File: src/rtl/an_encoder_awe_inject_clk_pkg.sv
// Shared AN-code definitions: code constant, widths and encoder state encoding.
// Imported by the encoder, its injector, its bus interface and the decoder.
package an_code_pkg;

    localparam int A        = 67;
    localparam int A_BITS   = 7;
    localparam int N_BITS   = 25;
    localparam int W_BITS   = 32;
    localparam int POS_BITS = 5;

    // Multiplier constant as a bit vector, walked one bit per CALC cycle.
    localparam logic [A_BITS-1:0] A_VEC = A_BITS'(A);

    // Iteration counter width; one spare count so idx+1 never truncates.
    localparam int IDX_BITS = $clog2(A_BITS + 1);
    localparam logic [IDX_BITS-1:0] IDX_LAST = IDX_BITS'(A_BITS - 1);

    typedef enum logic [1:0] {
        ST_IDLE = 2'd0,
        ST_CALC = 2'd1,
        ST_FIN  = 2'd2
    } state_t;

    // Single-bit weight 2^pos inside a W_BITS word.
    function automatic logic [W_BITS-1:0] awe_weight(input logic [POS_BITS-1:0] pos);
        awe_weight = {{(W_BITS-1){1'b0}}, 1'b1} << pos;
    endfunction

endpackage

File: src/rtl/an_encoder_awe_inject_clk_if.sv
// Encoder request/response bus.
// Handshake: start is a single-cycle request honoured only while busy is low;
// N_in and err_* are sampled on that same edge. There is no ready/backpressure:
// valid is a one-cycle pulse and W stays stable until the next valid pulse.
interface an_encoder_awe_inject_clk_if;
    import an_code_pkg::*;

    logic                start;
    logic [N_BITS-1:0]   N_in;
    logic                err_en;
    logic                err_sign;
    logic [POS_BITS-1:0] err_pos;
    logic                busy;
    logic                valid;
    logic [W_BITS-1:0]   W;

    // Requester side (drives start and the operands).
    modport master (
        output start, N_in, err_en, err_sign, err_pos,
        input  busy, valid, W
    );

    // Encoder side.
    modport slave (
        input  start, N_in, err_en, err_sign, err_pos,
        output busy, valid, W
    );

endinterface

File: src/rtl/an_awe_inject.sv
// Arithmetic weight error injector: result = word +/- 2^pos modulo 2^W_BITS.
// Positions at or beyond W_BITS leave the word untouched.
module an_awe_inject
    import an_code_pkg::*;
(
    input  logic [W_BITS-1:0]   word,
    input  logic                en,
    input  logic                sign,
    input  logic [POS_BITS-1:0] pos,
    output logic [W_BITS-1:0]   result
);

    logic [W_BITS-1:0] weight;
    logic              pos_ok;

    // Zero-extend pos by one bit so the range check stays meaningful
    // even when POS_BITS exactly covers W_BITS.
    assign pos_ok = ({1'b0, pos} < (POS_BITS+1)'(W_BITS));
    assign weight = awe_weight(pos);

    // Add or subtract the weight; natural wrap gives the modulo behaviour.
    always_comb begin
        result = word;
        if (en && pos_ok) begin
            if (sign) begin
                result = word - weight;
            end else begin
                result = word + weight;
            end
        end
    end

endmodule

File: src/rtl/an_encoder_awe_inject_clk.sv
// AN-code encoder: W = A*N by serial shift-and-add (one multiplier bit per
// clock), with optional single arithmetic-weight-error injection on output.
// Latency from the start-sampling edge to valid is A_BITS+2 edges.
module an_encoder_awe_inject_clk
    import an_code_pkg::*;
(
    input  logic                         clk,
    input  logic                         rst_n,
    an_encoder_awe_inject_clk_if.slave   bus,
    output state_t                       state_dbg
);

    state_t              state;
    state_t              state_nxt;

    logic [N_BITS-1:0]   n_reg;
    logic                err_en_r;
    logic                err_sign_r;
    logic [POS_BITS-1:0] err_pos_r;
    logic [W_BITS-1:0]   acc;
    logic [IDX_BITS-1:0] idx;
    logic [W_BITS-1:0]   w_r;
    logic                valid_r;

    logic [W_BITS-1:0]   addend;
    logic [W_BITS-1:0]   w_inj;

    assign bus.busy   = (state != ST_IDLE);
    assign bus.valid  = valid_r;
    assign bus.W      = w_r;
    assign state_dbg  = state;

    // Partial product for the current multiplier bit, in full codeword width.
    assign addend = A_VEC[idx] ? (W_BITS'(n_reg) << idx) : '0;

    // Final codeword with the captured error (if any) applied.
    an_awe_inject u_inject (
        .word   (acc),
        .en     (err_en_r),
        .sign   (err_sign_r),
        .pos    (err_pos_r),
        .result (w_inj)
    );

    // State register.
    always_ff @(posedge clk or negedge rst_n) begin
        if (!rst_n) begin
            state <= ST_IDLE;
        end else begin
            state <= state_nxt;
        end
    end

    // Next-state logic: IDLE -> CALC on start, A_BITS CALC cycles, one FIN cycle.
    always_comb begin
        state_nxt = state;
        case (state)
            ST_IDLE: if (bus.start) state_nxt = ST_CALC;
            ST_CALC: if (idx == IDX_LAST) state_nxt = ST_FIN;
            ST_FIN:  state_nxt = ST_IDLE;
            default: state_nxt = ST_IDLE;
        endcase
    end

    // Datapath: operand capture, shift-add accumulation, output register.
    always_ff @(posedge clk or negedge rst_n) begin
        if (!rst_n) begin
            n_reg      <= '0;
            err_en_r   <= 1'b0;
            err_sign_r <= 1'b0;
            err_pos_r  <= '0;
            acc        <= '0;
            idx        <= '0;
            w_r        <= '0;
            valid_r    <= 1'b0;
        end else begin
            valid_r <= 1'b0;
            case (state)
                ST_IDLE: begin
                    if (bus.start) begin
                        n_reg      <= bus.N_in;
                        err_en_r   <= bus.err_en;
                        err_sign_r <= bus.err_sign;
                        err_pos_r  <= bus.err_pos;
                        acc        <= '0;
                        idx        <= '0;
                    end
                end
                ST_CALC: begin
                    acc <= acc + addend;
                    idx <= idx + 1'b1;
                end
                ST_FIN: begin
                    w_r     <= w_inj;
                    valid_r <= 1'b1;
                end
                default: ;
            endcase
        end
    end

endmodule
File: src/flat_wrapper.sv
// flat-port wrapper written by rule: the top's interface ports become plain ports
module an_encoder_awe_inject_clk_flat import an_code_pkg::*;
  (clk, rst_n, state_dbg, bus_start, bus_N_in, bus_err_en, bus_err_sign, bus_err_pos, bus_busy, bus_valid, bus_W);
  an_encoder_awe_inject_clk_if bus_i ();
  input  logic clk;
  input  logic rst_n;
  output state_t state_dbg;
  input wire logic [$bits(bus_i.start)-1:0] bus_start;
  input wire logic [$bits(bus_i.N_in)-1:0] bus_N_in;
  input wire logic [$bits(bus_i.err_en)-1:0] bus_err_en;
  input wire logic [$bits(bus_i.err_sign)-1:0] bus_err_sign;
  input wire logic [$bits(bus_i.err_pos)-1:0] bus_err_pos;
  output wire logic [$bits(bus_i.busy)-1:0] bus_busy;
  output wire logic [$bits(bus_i.valid)-1:0] bus_valid;
  output wire logic [$bits(bus_i.W)-1:0] bus_W;
  assign bus_i.start = bus_start;
  assign bus_i.N_in = bus_N_in;
  assign bus_i.err_en = bus_err_en;
  assign bus_i.err_sign = bus_err_sign;
  assign bus_i.err_pos = bus_err_pos;
  assign bus_busy = bus_i.busy;
  assign bus_valid = bus_i.valid;
  assign bus_W = bus_i.W;
  an_encoder_awe_inject_clk u_core (.clk(clk), .rst_n(rst_n), .bus(bus_i), .state_dbg(state_dbg));
endmodule
File: config.mk
export PLATFORM = sky130hd
export DESIGN_NAME = an_encoder_awe_inject_clk_flat
export DESIGN_NICKNAME = d
export VERILOG_FILES = /design/src/rtl/an_encoder_awe_inject_clk_pkg.sv /design/src/rtl/an_encoder_awe_inject_clk_if.sv /design/src/rtl/an_awe_inject.sv /design/src/rtl/an_encoder_awe_inject_clk.sv /design/src/flat_wrapper.sv
export SDC_FILE = /design/constraint.sdc
export NUM_CORES = 1
export LEC_CHECK = 0
export ABC_AREA = 0
export BUFFER_PORTS_ARGS = -buffer_cell sky130_fd_sc_hd__buf_2
export CAP_MARGIN = 25
export CORE_UTILIZATION = 60
export DETAILED_ROUTE_END_ITERATION = 16
export MAX_ROUTING_LAYER = met4
export PLACE_DENSITY = 0.8
export SYNTH_ARGS = -nofsm -noshare
export SYNTH_HDL_FRONTEND = slang
export SYNTH_SLANG_ARGS = --single-unit
File: constraint.sdc
create_clock -name clk -period 5 [get_ports clk]
set_input_delay 0.75 -clock clk [delete_from_list [all_inputs] [get_ports clk]]
set_output_delay 0.75 -clock clk [all_outputs]
set_load 0.1 [all_outputs]
==> qor.txt, run 1 <==
Post-synth EDFFs -> 0
Syn-to-layout area delta -> 10.37%
Post-Layout Cell Count -> 1222
Skew-Pair Late Insertion Delay -> 360 ps
Main area contributors after synthesis -> dfrtp_1 (31%), ha_1 (9.9%), nand2_1 (6.0%)
Sum of routed wire length over all layers -> 21600 um
Reg-to-Reg End -> u_core.bus.W[29]
CP Launch Point -> u_core.err_pos_r[1]
# diodes -> 0
Pins over their slew limit -> 0
Multi-input combinational cell area -> 5409 um^2
Mapped Area -> 8228 um^2
Kind of critical path -> flip-flop to flip-flop
Register area -> 2552 um^2
Most used cell, CP -> nand2_1
CP Buf/Inv Count -> 0
Syn avg cell area -> 8.278 um^2
Synth warnings -> 0
DPL Wire Length -> 16080 um
Arr. time, crit path -> 4930 ps
Status -> finished, final reports clean
Syn nets -> 1096
Synth top cells by count -> nand2_1 (131), dfrtp_1 (102), a21oi_1 (87)
Htree depth -> 3
Vias -> 7627
GP Congestion -> 0.9949
Placed cell area -> 8740 um^2
Die Wd -> 119.1 um
Synth area leader -> dfrtp_1
Vias in the first global route -> 6847
Antenna viol nets, final -> 0
Crit-path slowest cell -> dfrtp_1
First-pass iteration count of the detailed router -> 6
Final setup violating endpoints -> 0
Synth unique cells -> 59
CTS tree -> done
Worst Clk Skew -> 9.787 ps
Startpoint Class -> flip-flop
Port Buffers -> 70
Worst min path class -> flip-flop to flip-flop
FFs w/ async S/R, synth -> 100.0%
Synth top area share -> 31.02%
Die area -> 14190 um^2
RSZ-0062 raised after global routing -> false
Ys flop type -> dfrtp_1
Layout cells sized above 1 -> 13.77%
Clock-pin slew on the worst setup and hold paths -> 80 ps
Crit-path cells -> or2_2 > nor2_1 > nand2_1 > ha_1 > nor2_2 > o21ai_0 > nand2_1 > nand2_1 > ha_1 > and2_1 > a31oi_1 > a21oi_1 > o21ai_1 > a2111oi_2 > o211a_1 > o211ai_1 > nor3b_1 > o311ai_1 > o21a_1
Sink Count -> 102
Fin. Hold Viols -> 0
Worst EP required -> 5300 ps
Core ar. -> 13300 um^2
Via density -> 6.241
Worst stage delay on the critical path -> 480 ps
Placed cell count -> 1206
Site row count -> 42
Max Buffers Root-to-Sink -> 2
Clock root cell -> clkbuf_16
Routed wire per std cell -> 17.68 um
Antenna violations before repair -> 0
Setup TNS -> 0 ps
Post-Synthesis Cells -> 994
Post-CTS Hold Buffers -> 0
CP delay by family, top -> compound AO/OA/AOI/OAI gates
Peak Freq -> 215.9 MHz
R2r startpoint -> u_core.err_pos_r[1]
Global-route wire length before repair -> 35360 um
NumNets Final -> 1143
Crit path capture type -> flip-flop
Worst reg-to-reg setup slack -> 370 ps
Worst reg2reg path depth -> 19
Detailed Route Iter0 Violations -> 678
Starting Density -> 61.89%
Total gr overflow -> 0
# fillers -> 1098
Gr usage total -> 32.34%
Worst-margin pin slew -> 861.6 ps
Minimum clock period -> 4631 ps
Crit. path cell count -> 19
Crit path max fanout -> 14
Most frequent cell after synthesis -> nand2_1
Largest net degree at the start of global routing -> 69
Cts bufs inserted -> 9
Die Span Y -> 119.1 um
Slew Limit Headroom -> 42.56%
Sequential element share of the synthesized area -> 31.02%
Final Cell Area -> 9081 um^2
DRC viols -> 0
Yosys reg bits -> 102
Max Cap Viol -> 0
Critical Path End -> u_core.bus.W[29]
Fin crit share -> 92.62%
# IOs -> 71
==> timing repair <==
| action | in CTS | in global routing |
|---|---|---|
| setup endpoints to repair | 0 | 4 |
| buffers inserted | 0 | 0 |
| resized for setup | 0 | 2 |
==> tightest hold or removal path, delay by kind of cell, from the launching register on <==
kind,cells,cell delay (ps)
AND/OR/NAND/NOR,2,100
flip-flops,1,340
==> worst min path at each step <==
| stage | start | end | slack, ps | cells after the start |
|---|---|---|---|---|
| floorplan | rst_n | u_core.acc[0] | 450 | 0 |
| global placement | u_core.bus.W[0] | u_core.bus.W[0] | 450 | 2 |
| detailed placement | u_core.bus.W[23] | u_core.bus.W[23] | 460 | 2 |
| CTS | u_core.bus.W[23] | u_core.bus.W[23] | 480 | 2 |
| global route | u_core.bus.W[29] | u_core.bus.W[29] | 510 | 1 |
| finish | u_core.bus.W[0] | u_core.bus.W[0] | 470 | 2 |
==> through the flow <==
stage / util, % / setup WS (ps) / hold WS, ps
after floorplan: - / 1013 / 454.4
after global placement: 65.68 / 450.4 / 450.7
after detailed placement: 65.74 / 340.9 / 464.8
after CTS: 68.24 / 262.5 / 481.3
after global routing: 68.30 / 30.53 / 514.5
final: 68.30 / 368.9 / 472.7
==> cell usage in the layout, fill, tap and decap left out, types with 3 or more instances in the layout <==
cell type,Yosys,layout
a22oi_1,4,4
and3_1,15,15
buf_2,0,69
nor4_1,3,3
buf_4,0,16
a21o_1,22,22
a21boi_0,3,3
o31ai_1,4,4
nor3_1,9,9
mux2_2,28,28
a31oi_1,9,8
or4_1,3,3
ha_1,65,65
a211oi_1,11,11
nor2b_1,8,8
inv_1,25,25
nand4_1,3,3
a21oi_1,87,87
o211ai_1,5,5
a221oi_1,3,3
nand2b_1,5,4
xnor2_1,38,38
mux2i_1,41,41
nand3_1,29,29
xor2_1,17,17
o21ai_1,30,30
clkbuf_16,0,9
o21ai_0,73,73
a311o_1,3,3
o22ai_1,40,40
o21a_1,11,11
and2_1,5,5
a211o_1,3,3
nor2_1,70,68
or2_2,6,6
nand2_1,131,131
o21bai_1,6,6
dfrtp_1,102,102
==> area by class of cell <==
class	instances	area share [%]
repair buffers	85	5.125
inverters	27	1.116
clock buffers	10	2.632
multi-input cells	816	59.56
flip-flops and latches	102	28.11
clock inverters	6	1.033
well taps	176	2.425
==> layer usage <==
layer	track usage, %	up-vias	routed length [um]
li1	-	3727	-
met5	-	-	0
met1	45.47	3551	9952
met3	3.113	39	1401
met2	49.42	310	9783
met4	9.968	0	461
==> cell families (layout without fill, tap and decap cells) <==
group | after synthesis | after routing | share of synthesized area, %
AOI/OAI and AO/OA | 333 | 333 | 24.64
xor gates and xnor gates | 55 | 55 | 5.855
adders and majority gates | 67 | 67 | 10.37
buffers and inverters | 76 | 128 | 3.467
DFF | 102 | 102 | 31.02
muxes | 69 | 69 | 8.820
and+or+nand+nor | 292 | 292 | 15.83
Power of run 1 is left out: the tool's default activity adds up to more than one toggle a clock period on the data nets, which glitch-free logic cannot reach.
==> inputs of run 2 (changes only) <==
- RECOVER_POWER: not set -> 50
==> qor.txt, run 2 (same netlist as run 1, synthesis figures left out) <==
R2r startpoint -> u_core.err_pos_r[1]
Placed cell count -> 1206
Die Wd -> 119.1 um
Slew Limit Headroom -> -142.1%
Antenna viol nets, final -> 0
# fillers -> 1106
CTS tree -> done
First-pass iteration count of the detailed router -> 5
Skew-Pair Late Insertion Delay -> 360 ps
Site row count -> 42
Largest net degree at the start of global routing -> 69
Vias -> 7591
NumNets Final -> 1143
# diodes -> 0
Reg-to-Reg End -> u_core.bus.W[29]
DPL Wire Length -> 16080 um
Total gr overflow -> 0
Antenna violations before repair -> 0
Final setup violating endpoints -> 0
Die Span Y -> 119.1 um
Max Buffers Root-to-Sink -> 2
Post-CTS Hold Buffers -> 0
Worst EP required -> 5300 ps
Core ar. -> 13300 um^2
Max Cap Viol -> 2
Peak Freq -> 215.7 MHz
Pins over their slew limit -> 117
Crit path capture type -> flip-flop
GP Congestion -> 0.9949
Worst reg2reg path depth -> 19
Kind of critical path -> flip-flop to flip-flop
Minimum clock period -> 4636 ps
Failing checks -> max-capacitance violations, max-slew violations
Die area -> 14190 um^2
Fin util -> 68.13%
Sum of routed wire length over all layers -> 21500 um
Worst reg-to-reg setup slack -> 360 ps
Routed wire per std cell -> 17.59 um
Cts bufs inserted -> 9
Clock-pin slew on the worst setup and hold paths -> 70 ps
Clock root cell -> clkbuf_16
Most frequent cells in the layout -> nand2_1 (131), dfrtp_1 (102), a21oi_1 (87)
Starting Density -> 61.89%
Setup TNS -> 0 ps
Gr usage total -> 32.34%
Fin. Hold Viols -> 0
Vias in the first global route -> 6847
Htree depth -> 3
Hold WS -> 472.5 ps
RSZ-0062 raised after global routing -> false
Startpoint Class -> flip-flop
Post-Layout Cell Count -> 1222
DRC viols -> 0
CTS resizes -> 0
Detailed Route Iter0 Violations -> 766
Post-CTS Setup Bufs -> 0
Arr. time, crit path -> 4940 ps
CP Launch Point -> u_core.err_pos_r[1]
Port Buffers -> 70
Worst-margin pin slew -> 3632 ps
Status -> finished with violations
Layout cells sized above 1 -> 13.19%
# IOs -> 71
Syn-to-layout area delta -> 10.08%
Global-route wire length before repair -> 35360 um
Most common cell after layout, fill and taps aside -> nand2_1
Crit path max fanout -> 14
Fin crit share -> 92.72%
Worst min path class -> flip-flop to flip-flop
Sink Count -> 102
Worst Clk Skew -> 9.628 ps
Critical Path End -> u_core.bus.W[29]
Via density -> 6.212
[run 2: area by class of cell]
class                   count  area, um^2  share of cell area (%)
inverters                  27       101.3                   1.119
multi-input cells         816        5401                   59.64
repair buffers             85       449.2                   4.959
flip-flops and latches    102        2552                   28.18
clock buffers              10       239.0                   2.638
well taps                 176       220.2                   2.431
clock inverters             6       93.84                   1.036
[run 2: stage by stage]
stage / setup slack [ps] / area (um^2)
after floorplan: 1013 / 8228
after global placement: 450.4 / 8732
after detailed placement: 340.9 / 8740
after CTS: 262.5 / 9072
after global routing: 30.53 / 9057
final: 364.0 / 9057
[run 2: critical path, stage by stage, from the launching register on]
cell,delay [ps]
dfrtp_1,480
or2_2,400
nor2_1,240
nand2_1,110
ha_1,360
nor2_2,320
o21ai_0,140
nand2_1,80
nand2_1,70
ha_1,360
and2_1,170
a31oi_1,60
a21oi_1,250
o21ai_1,140
a2111oi_2,440
o211a_1,230
o211ai_1,130
nor3b_1,160
o311ai_1,260
o21a_1,160
[run 2: how the worst min path moves through the flow]
stage / startpoint / end / depth (start not counted)
final: u_core.bus.W[0] / u_core.bus.W[0] / 2
after global routing: u_core.bus.W[29] / u_core.bus.W[29] / 1
after CTS: u_core.bus.W[23] / u_core.bus.W[23] / 2
after detailed placement: u_core.bus.W[23] / u_core.bus.W[23] / 2
after global placement: u_core.bus.W[0] / u_core.bus.W[0] / 2
after floorplan: rst_n / u_core.acc[0] / 0
[run 2: per-layer routing]
metal	global-route usage [%]	vias up	wire length, um
li1	-	3723	-
met1	45.47	3499	9726
met2	49.42	329	9711
met3	3.113	40	1578
met4	9.968	0	484
met5	-	-	0
Power of run 2 is left out for the same reason.
